[src/rtl/mult_pkg.sv]
// Shared definitions for the shift-add multiplier: the FSM state type and the
// iteration-counter width helper.
package mult_pkg;

    typedef enum logic [1:0] {
        IDLE = 2'd0,
        RUN  = 2'd1,
        DONE = 2'd2
    } state_e;

    // The counter must reach WIDTH itself, so it needs room for WIDTH+1 values.
    function automatic int cnt_width(input int width);
        return $clog2(width + 1);
    endfunction

endpackage

[src/rtl/mult_step.sv]
// One combinational add/subtract-and-shift iteration of the multiplier.
// Signed support is compiled in only when SHIFT_ADD_MULT_SIGNED_EN is defined.
module mult_step
    import mult_pkg::*;
#(
    parameter int WIDTH = 8
) (
    input  logic [2*WIDTH-1:0] acc_i,
    input  logic [WIDTH-1:0]   mcand_i,
    input  logic               lsb_i,
    input  logic               last_i,
    input  logic               signed_i,
    output logic [2*WIDTH-1:0] acc_o
);

    logic [WIDTH:0] upper_ext;
    logic [WIDTH:0] mcand_ext;
    logic [WIDTH:0] sum;

`ifdef SHIFT_ADD_MULT_SIGNED_EN
    // The sign-extended upper half supplies the shift carry-in in signed mode;
    // the multiplier's sign bit carries negative weight, hence the final subtract.
    always_comb begin
        upper_ext = {signed_i & acc_i[2*WIDTH-1], acc_i[2*WIDTH-1:WIDTH]};
        mcand_ext = {signed_i & mcand_i[WIDTH-1], mcand_i};
        if (!lsb_i) begin
            sum = upper_ext;
        end else if (signed_i && last_i) begin
            sum = upper_ext - mcand_ext;
        end else begin
            sum = upper_ext + mcand_ext;
        end
        acc_o = {sum, acc_i[WIDTH-1:1]};
    end
`else
    logic unused_ctrl;
    assign unused_ctrl = last_i ^ signed_i;

    always_comb begin
        upper_ext = {1'b0, acc_i[2*WIDTH-1:WIDTH]};
        mcand_ext = {1'b0, mcand_i};
        sum       = lsb_i ? (upper_ext + mcand_ext) : upper_ext;
        acc_o     = {sum, acc_i[WIDTH-1:1]};
    end
`endif

endmodule

[src/rtl/shift_add_multiplier.sv]
// Sequential shift-add multiplier: WIDTH iterations per product, restartable.
// Define SHIFT_ADD_MULT_SIGNED_EN to honour signed_mode; otherwise all unsigned.
module shift_add_multiplier
    import mult_pkg::*;
#(
    parameter int WIDTH = 8
) (
    input  logic               clk,
    input  logic               rst_n,
    input  logic               start,
    input  logic               signed_mode,
    input  logic [WIDTH-1:0]   a,
    input  logic [WIDTH-1:0]   b,
    output logic [2*WIDTH-1:0] product,
    output logic               busy,
    output logic               done
);

    localparam int              CNT_W    = cnt_width(WIDTH);
    localparam logic [CNT_W-1:0] LAST_CNT = CNT_W'(WIDTH - 1);

    state_e             state_q;
    logic [2*WIDTH-1:0] acc_q;
    logic [2*WIDTH-1:0] acc_d;
    logic [WIDTH-1:0]   mcand_q;
    logic               signed_q;
    logic [CNT_W-1:0]   cnt_q;
    logic [2*WIDTH-1:0] product_q;
    logic               busy_q;
    logic               done_q;
    logic               last_iter;

`ifndef SHIFT_ADD_MULT_SIGNED_EN
    logic unused_signed;
    assign unused_signed = signed_mode;
`endif

    assign last_iter = (cnt_q == LAST_CNT);

    mult_step #(
        .WIDTH(WIDTH)
    ) u_step (
        .acc_i   (acc_q),
        .mcand_i (mcand_q),
        .lsb_i   (acc_q[0]),
        .last_i  (last_iter),
        .signed_i(signed_q),
        .acc_o   (acc_d)
    );

    // Accumulator layout: upper half is the running partial product, lower half
    // holds the multiplier, consumed one bit per shift.
    always_ff @(posedge clk or negedge rst_n) begin
        if (!rst_n) begin
            state_q   <= IDLE;
            acc_q     <= '0;
            mcand_q   <= '0;
            signed_q  <= 1'b0;
            cnt_q     <= '0;
            product_q <= '0;
            busy_q    <= 1'b0;
            done_q    <= 1'b0;
        end else begin
            done_q <= 1'b0;

            if (state_q == DONE) begin
                product_q <= acc_q;
                done_q    <= 1'b1;
            end

            if (start) begin
                state_q  <= RUN;
                acc_q    <= {{WIDTH{1'b0}}, a};
                mcand_q  <= b;
`ifdef SHIFT_ADD_MULT_SIGNED_EN
                signed_q <= signed_mode;
`else
                signed_q <= 1'b0;
`endif
                cnt_q    <= '0;
                busy_q   <= 1'b1;
            end else begin
                case (state_q)
                    RUN: begin
                        acc_q <= acc_d;
                        cnt_q <= cnt_q + CNT_W'(1);
                        if (last_iter) begin
                            state_q <= DONE;
                            busy_q  <= 1'b0;
                        end
                    end
                    DONE: begin
                        state_q <= IDLE;
                    end
                    default: begin
                        state_q <= IDLE;
                    end
                endcase
            end
        end
    end

    assign product = product_q;
    assign busy    = busy_q;
    assign done    = done_q;

endmodule

[config.mk]
export PLATFORM = sky130hd
export DESIGN_NAME = shift_add_multiplier
export DESIGN_NICKNAME = d
export VERILOG_FILES = /design/src/rtl/mult_pkg.sv /design/src/rtl/mult_step.sv /design/src/rtl/shift_add_multiplier.sv
export SDC_FILE = /design/constraint.sdc
export NUM_CORES = 1
export LEC_CHECK = 0
export ABC_AREA = 1
export BUFFER_PORTS_ARGS = -buffer_cell sky130_fd_sc_hd__buf_2
export CORE_UTILIZATION = 50
export DETAILED_ROUTE_END_ITERATION = 7
export HOLD_SLACK_MARGIN = 0.05
export PLACE_DENSITY = 0.73
export SLEW_MARGIN = 10
export SYNTH_ARGS = -nofsm -noshare
export SYNTH_HDL_FRONTEND = slang
export SYNTH_SLANG_ARGS = --single-unit
[constraint.sdc]
create_clock -name clk -period 1.75 [get_ports clk]
set_input_delay 0.35 -clock clk [delete_from_list [all_inputs] [get_ports clk]]
set_output_delay 0.35 -clock clk [all_outputs]
set_load 0.01 [all_outputs]
Word-level counts from Yosys, hierarchy flattened. Cells that the tools add are included. Widths: inputs -> output; s select.

Flip-flop bits (word level): 48. Input port bits: 20. Output and inout bits: 18. Word-level logic and storage cells: 28.

Add/sub/neg operators: 2. Eq/ne operators: 4. Multiplexer cells: 12. Reduce and logical (&&, ||, !) cells: 3.

Operators with widths (number): $mux 16 (2); $add 8x8->9 (1); $mux 9 (1); $mux 4 (2); $mux 2 (3); $add 4x1->4 const B (1); $eq 4x3->1 const B (1); $mux 1 (4); $reduce_bool 2->1 (2); $ne 3x3->1 const B (1); $eq 2x1->1 const B (1); $eq 2x2->1 const B (1); $reduce_and 2->1 (1).

Longest topological paths before layout.
Depth after elaboration: 4. Gate-level depth with buffers: 12. Mapped depth without buffers: 12.

Cells and area by module. From an unflattened synthesis, not the netlist that was laid out.

Cell total of the unflattened synthesis: 308. Area total of the unflattened synthesis: 2646.3 um^2.

By module, submodules not included: shift_add_multiplier (times used 1, cells an instance 217, area an instance 2140.8 um^2, seq. area each 1201.2 um^2); mult_step (times used 1, cells an instance 91, area an instance 505.5 um^2, seq. area each 0.0 um^2).

Worst setup path before layout. No wires, ideal clock.

Path type: register -> register. Start point: reg acc_q[8]. End point: reg acc_q[11]. Library setup time: 0.120 ns. Arrival: 1.408 ns. Required time: 1.630 ns. Slack: 0.222 ns. Cell stages (with the launch flop): 11. Path buffers: 0. Clock period less this slack: 1.528 ns. Path through: dfrtp_1 ha_1 inv_1 fa_1 inv_1 nand2_1 nand2_1 and2_1 nor2_1 o21ai_1 nand2_1.

Longest elaborated chain between the ends: 4.

RTL lines: from (decl) (line shift_add_multiplier.sv:23) `logic [2*WIDTH-1:0] acc_q;`; from (signal assigned) (line shift_add_multiplier.sv:73) `acc_q <= {{WIDTH{1'b0}}, a};`; $add 8x8->9 (line mult_step.sv:42) `sum = lsb_i ? (upper_ext + mcand_ext) : upper_ext;`; $mux 9 (line mult_step.sv:42); $mux 16 (line shift_add_multiplier.sv:83) `case (state_q)`; $mux 16 (line shift_add_multiplier.sv:71) `if (start) begin`.

Every way passes these cells. The select of a mux whose other input is x is not followed. A chain may end at the register's enable or synchronous reset.

Worst setup path after layout.
Start point: reg acc_q[8]. End point: reg acc_q[13].

Same word-level chain as after synthesis.

==> metrics.md <==
| Metric | Value |
|---|---|
| Outcome | finished, final reports clean |
| Drt pass-1 iters | 5 |
| Final Non-Filler Cells | approximately 380 |
| Placed cells | 370 |
| Synth warnings | 0 |
| Detailed router's first-iteration violation count | 84 |
| First-pass GRT wire length | 7780 um |
| Synth async-reset ratio | 100% |
| Syn nets | 304 |
| Chip height | 71.9 um |
| Maxcap violations | 0 |
| Startpoint Class | flop |
| Primary FF master, synth | dfrtp_1 |
| # nets final | 341 |
| Post-synthesis simple-gate area fraction | between 20% and 30% |
| Synth Area in XOR/XNOR | 0.717% |
| Chip width | 71.9 um |
| Core area | 4720 um^2 |
| Worst R2R Start | acc_q[8] |
| Worst hold path depth | 3 |
| Gr ovfl total | 0 |
| Slew of the pin with the lowest slew margin | 498 ps |
| Latest clock arrival within the worst-skew pair | around 300 ps |
| Starting Density | 51.7% |
| Total wire length | 4450 um |
| Fill cells | slightly above 400 |
| Leak pwr | between 1 and 1.5 nW |
| Mux cell area share after synthesis | 0% |
| Finished Cell Area | between 2000 and 3000 um^2 |
| Initial antenna violation count | 0 |
| TNS Setup | 0 ps |
| Mapped Cells | 274 |
| Synth Area in Adders | 5.43% |
| Hold Violations, Final | 0 |
| RR Endpoint | acc_q[13] |
| Worst Hold Launch | b[3] |
| Post-synth cell types | 29 |
| Via/cell ratio | around 4.8 |
| EDFF count, synth | 0 |
| Min Clock Period, post-route | 1590 ps |
| Antenna diode count | 0 |
| Post-DP Area | approximately 2700 um^2 |
| Final core utilization | a little under 60% |
| Max Freq | 0.630 GHz |
| Clock Sinks | 48 |
| Tot Pwr | around 2.8 mW |
| PD cells | 997 nW/um^2 |
| Post-route ant nets | 0 |
| Die area | 5170 um^2 |
| Critical path required time | 1950 ps |
| CTS tree | yes |
| Largest net degree at the start of global routing | 49 |
| Max Slew Vio Count | 0 |
| Routed len/inst | 11.8 um |
| Post-synth top area share | about half |
| Tightest Hold Check Type | in2reg |
| FF+latch count, synth | 48 |
| Avg Cell Area, Syn | 8.92 um^2 |
| Sequential element share of the synthesized area | 49.2% |
| Clk slew on worst S/H paths | ~80 ps |
| Crit path DAT | 1780 ps |
| CTS H-Tree Depth | 2 |
| Synth Area in Compound Gates | 13.8% |
| Max rail drop VDD | 0.420 mV |
| Vias in the first global route | 1,794 |
| Cell area after synthesis | 2440 um^2 |
| Inserted Clock Buffers | 5 |
| Rel. slew slack | 66.7% |
| Total number of vias | 1,819 |
| Setup crit end kind | flop |
| Residual DRC | 0 |
| CP Class | reg2reg |
| Number of buffers added on ports | 36 |
| RSZ-0062 raised after global routing | false |
| DP HPWL | 3160 um |
| Top cells by area, synth | dfrtp_1 (49%), nand2_1 (14%), inv_1 (5.1%) |
| Clock root buffer master | clkbuf_8 |
| Rows | 25 |
| Tot GR Track Use | around a fifth |
| Setup violators final | 0 |
| P&R area growth vs syn | 15.0% |
| Longest Clk Path Bufs | 2 |
| Post-CTS setup buffer count | 0 |
| Post-synth top area cell | dfrtp_1 |
| Reg2Reg Depth | 11 |
| Hold EP | mcand_q[3] |
| Worst Skew | ~2.5 ps |
| # IOs | 38 |
| Worst R2R Setup Slack | around 160 ps |
| Fraction of layout cells with a size suffix above 1 | 22.5% |
| GP Congestion | ~0.88 |
| Largest family of logic cells by synthesized area | simple AND/OR/NAND/NOR gates |
| Critical path peak fanout | 2 |
| Final Cycle Share | 90.8% |
==> stage by stage <==
stage | hold WS [ps] | setup slack [ps]
CTS | 237 | 75.9
global route | 245 | 14.5
floorplan | 54.4 | 222
global placement | 353 | 153
finish | 247 | 162
detailed placement | 355 | 96.7
==> cell type report <==
type                    count  area [um^2]  share of cell area, %
clock buffers               5         68.8                   2.45
multi-input cells         180         1030                   36.8
clock inverters             2         60.1                   2.14
repair buffers             40          225                   8.01
well taps                  67         83.8                   2.98
inverters                  36          138                   4.90
flip-flops and latches     48         1200                   42.7
==> kinds of logic after synthesis <==
family          Yosys count
xor+xnor                  2
flops                    48
fa+ha+maj                10
compound gates           48
simple gates            120
buf+inv                  46
==> synthesized netlist by cell type, types with 2 or more instances <==
| cell type | number |
|---|---|
| nand2_1 | 88 |
| dfrtp_1 | 48 |
| inv_1 | 33 |
| o21ai_1 | 20 |
| nand3_1 | 12 |
| a21oi_1 | 11 |
| ha_1 | 9 |
| nor2_1 | 8 |
| o221ai_2 | 7 |
| buf_2 | 5 |
| buf_6 | 4 |
| o21ai_2 | 4 |
| or2_1 | 3 |
| inv_2 | 2 |
| nand4_1 | 2 |
| nor2_8 | 2 |
| o211ai_1 | 2 |
| o21ai_0 | 2 |
| xnor2_1 | 2 |
==> layer usage <==
| metal | share of wire [%] | vias to the layer above | track usage [%] |
|---|---|---|---|
| met2 | 46 | 35 | 33.6 |
| met1 | 48 | 815 | 23.9 |
| met5 | 0 | - | 0 |
| met3 | 3.6 | 8 | 4.03 |
| li1 | - | 961 | - |
| met4 | 1.7 | 0 | 7.41 |
==> flip-flops by register name, summed over array words and instances, names as in the netlist <==
| name | count |
|---|---|
| done | 1 |
| mcand_q | 8 |
| cnt_q | 4 |
| busy | 1 |
| state_q | 2 |
| acc_q | 16 |
| product | 16 |
==> timing repair <==
| action | 4_1_cts | 5_1_grt |
|---|---|---|
| hold buffers | 1 | 0 |
| endpoints found under the setup margin | 0 | 3 |
| hold endpoints to repair | 48 | 0 |
| gates resized for setup | 0 | 4 |
==> worst max-delay path: stages, from the launching register on <==
cell and delay [ps]:
dfrtp_1 360, ha_1 170, inv_1 60, fa_2 350
inv_1 60, nand2_1 50, nand2_2 70, nand3_2 80
nand3_1 90, nand3_1 90, nand2_1 70, nand2_1 40
==> worst max path at each step <==
| stage | start | end | slack, ps | cells after the start |
|---|---|---|---|---|
| detailed placement | acc_q[9] | acc_q[11] | 100 | 9 |
| floorplan | acc_q[8] | acc_q[11] | 220 | 10 |
| CTS | acc_q[9] | acc_q[11] | 80 | 9 |
| global placement | acc_q[8] | acc_q[11] | 150 | 10 |
| finish | acc_q[8] | acc_q[13] | 160 | 11 |
| global route | acc_q[8] | acc_q[13] | 10 | 11 |
==> cells in the final DEF (no fill, tap or decap), types with 2 or more instances in the layout <==
cell,instances
a21oi_1,11
buf_2,36
buf_4,2
bufinv_16,2
clkbuf_8,5
dfrtp_1,48
ha_1,9
inv_1,33
inv_2,2
nand2_1,87
nand3_1,11
nand4_1,2
nor2_1,8
nor2_8,2
o211ai_1,2
o21ai_0,2
o21ai_1,20
o21ai_2,4
o221ai_2,7
or2_1,3
xnor2_1,2
==> where the power goes <==
group | total, mW | internal, mW | switching, mW | leakage, nW
clock network | 0.908 | 0.562 | 0.346 | 0.0642
registers | 1.29 | 1.21 | 0.0759 | 0.622
logic | 0.603 | 0.235 | 0.368 | 0.771
total | 2.80 | 2.01 | 0.790 | 1.46
(Power assumes the default switching activity.)
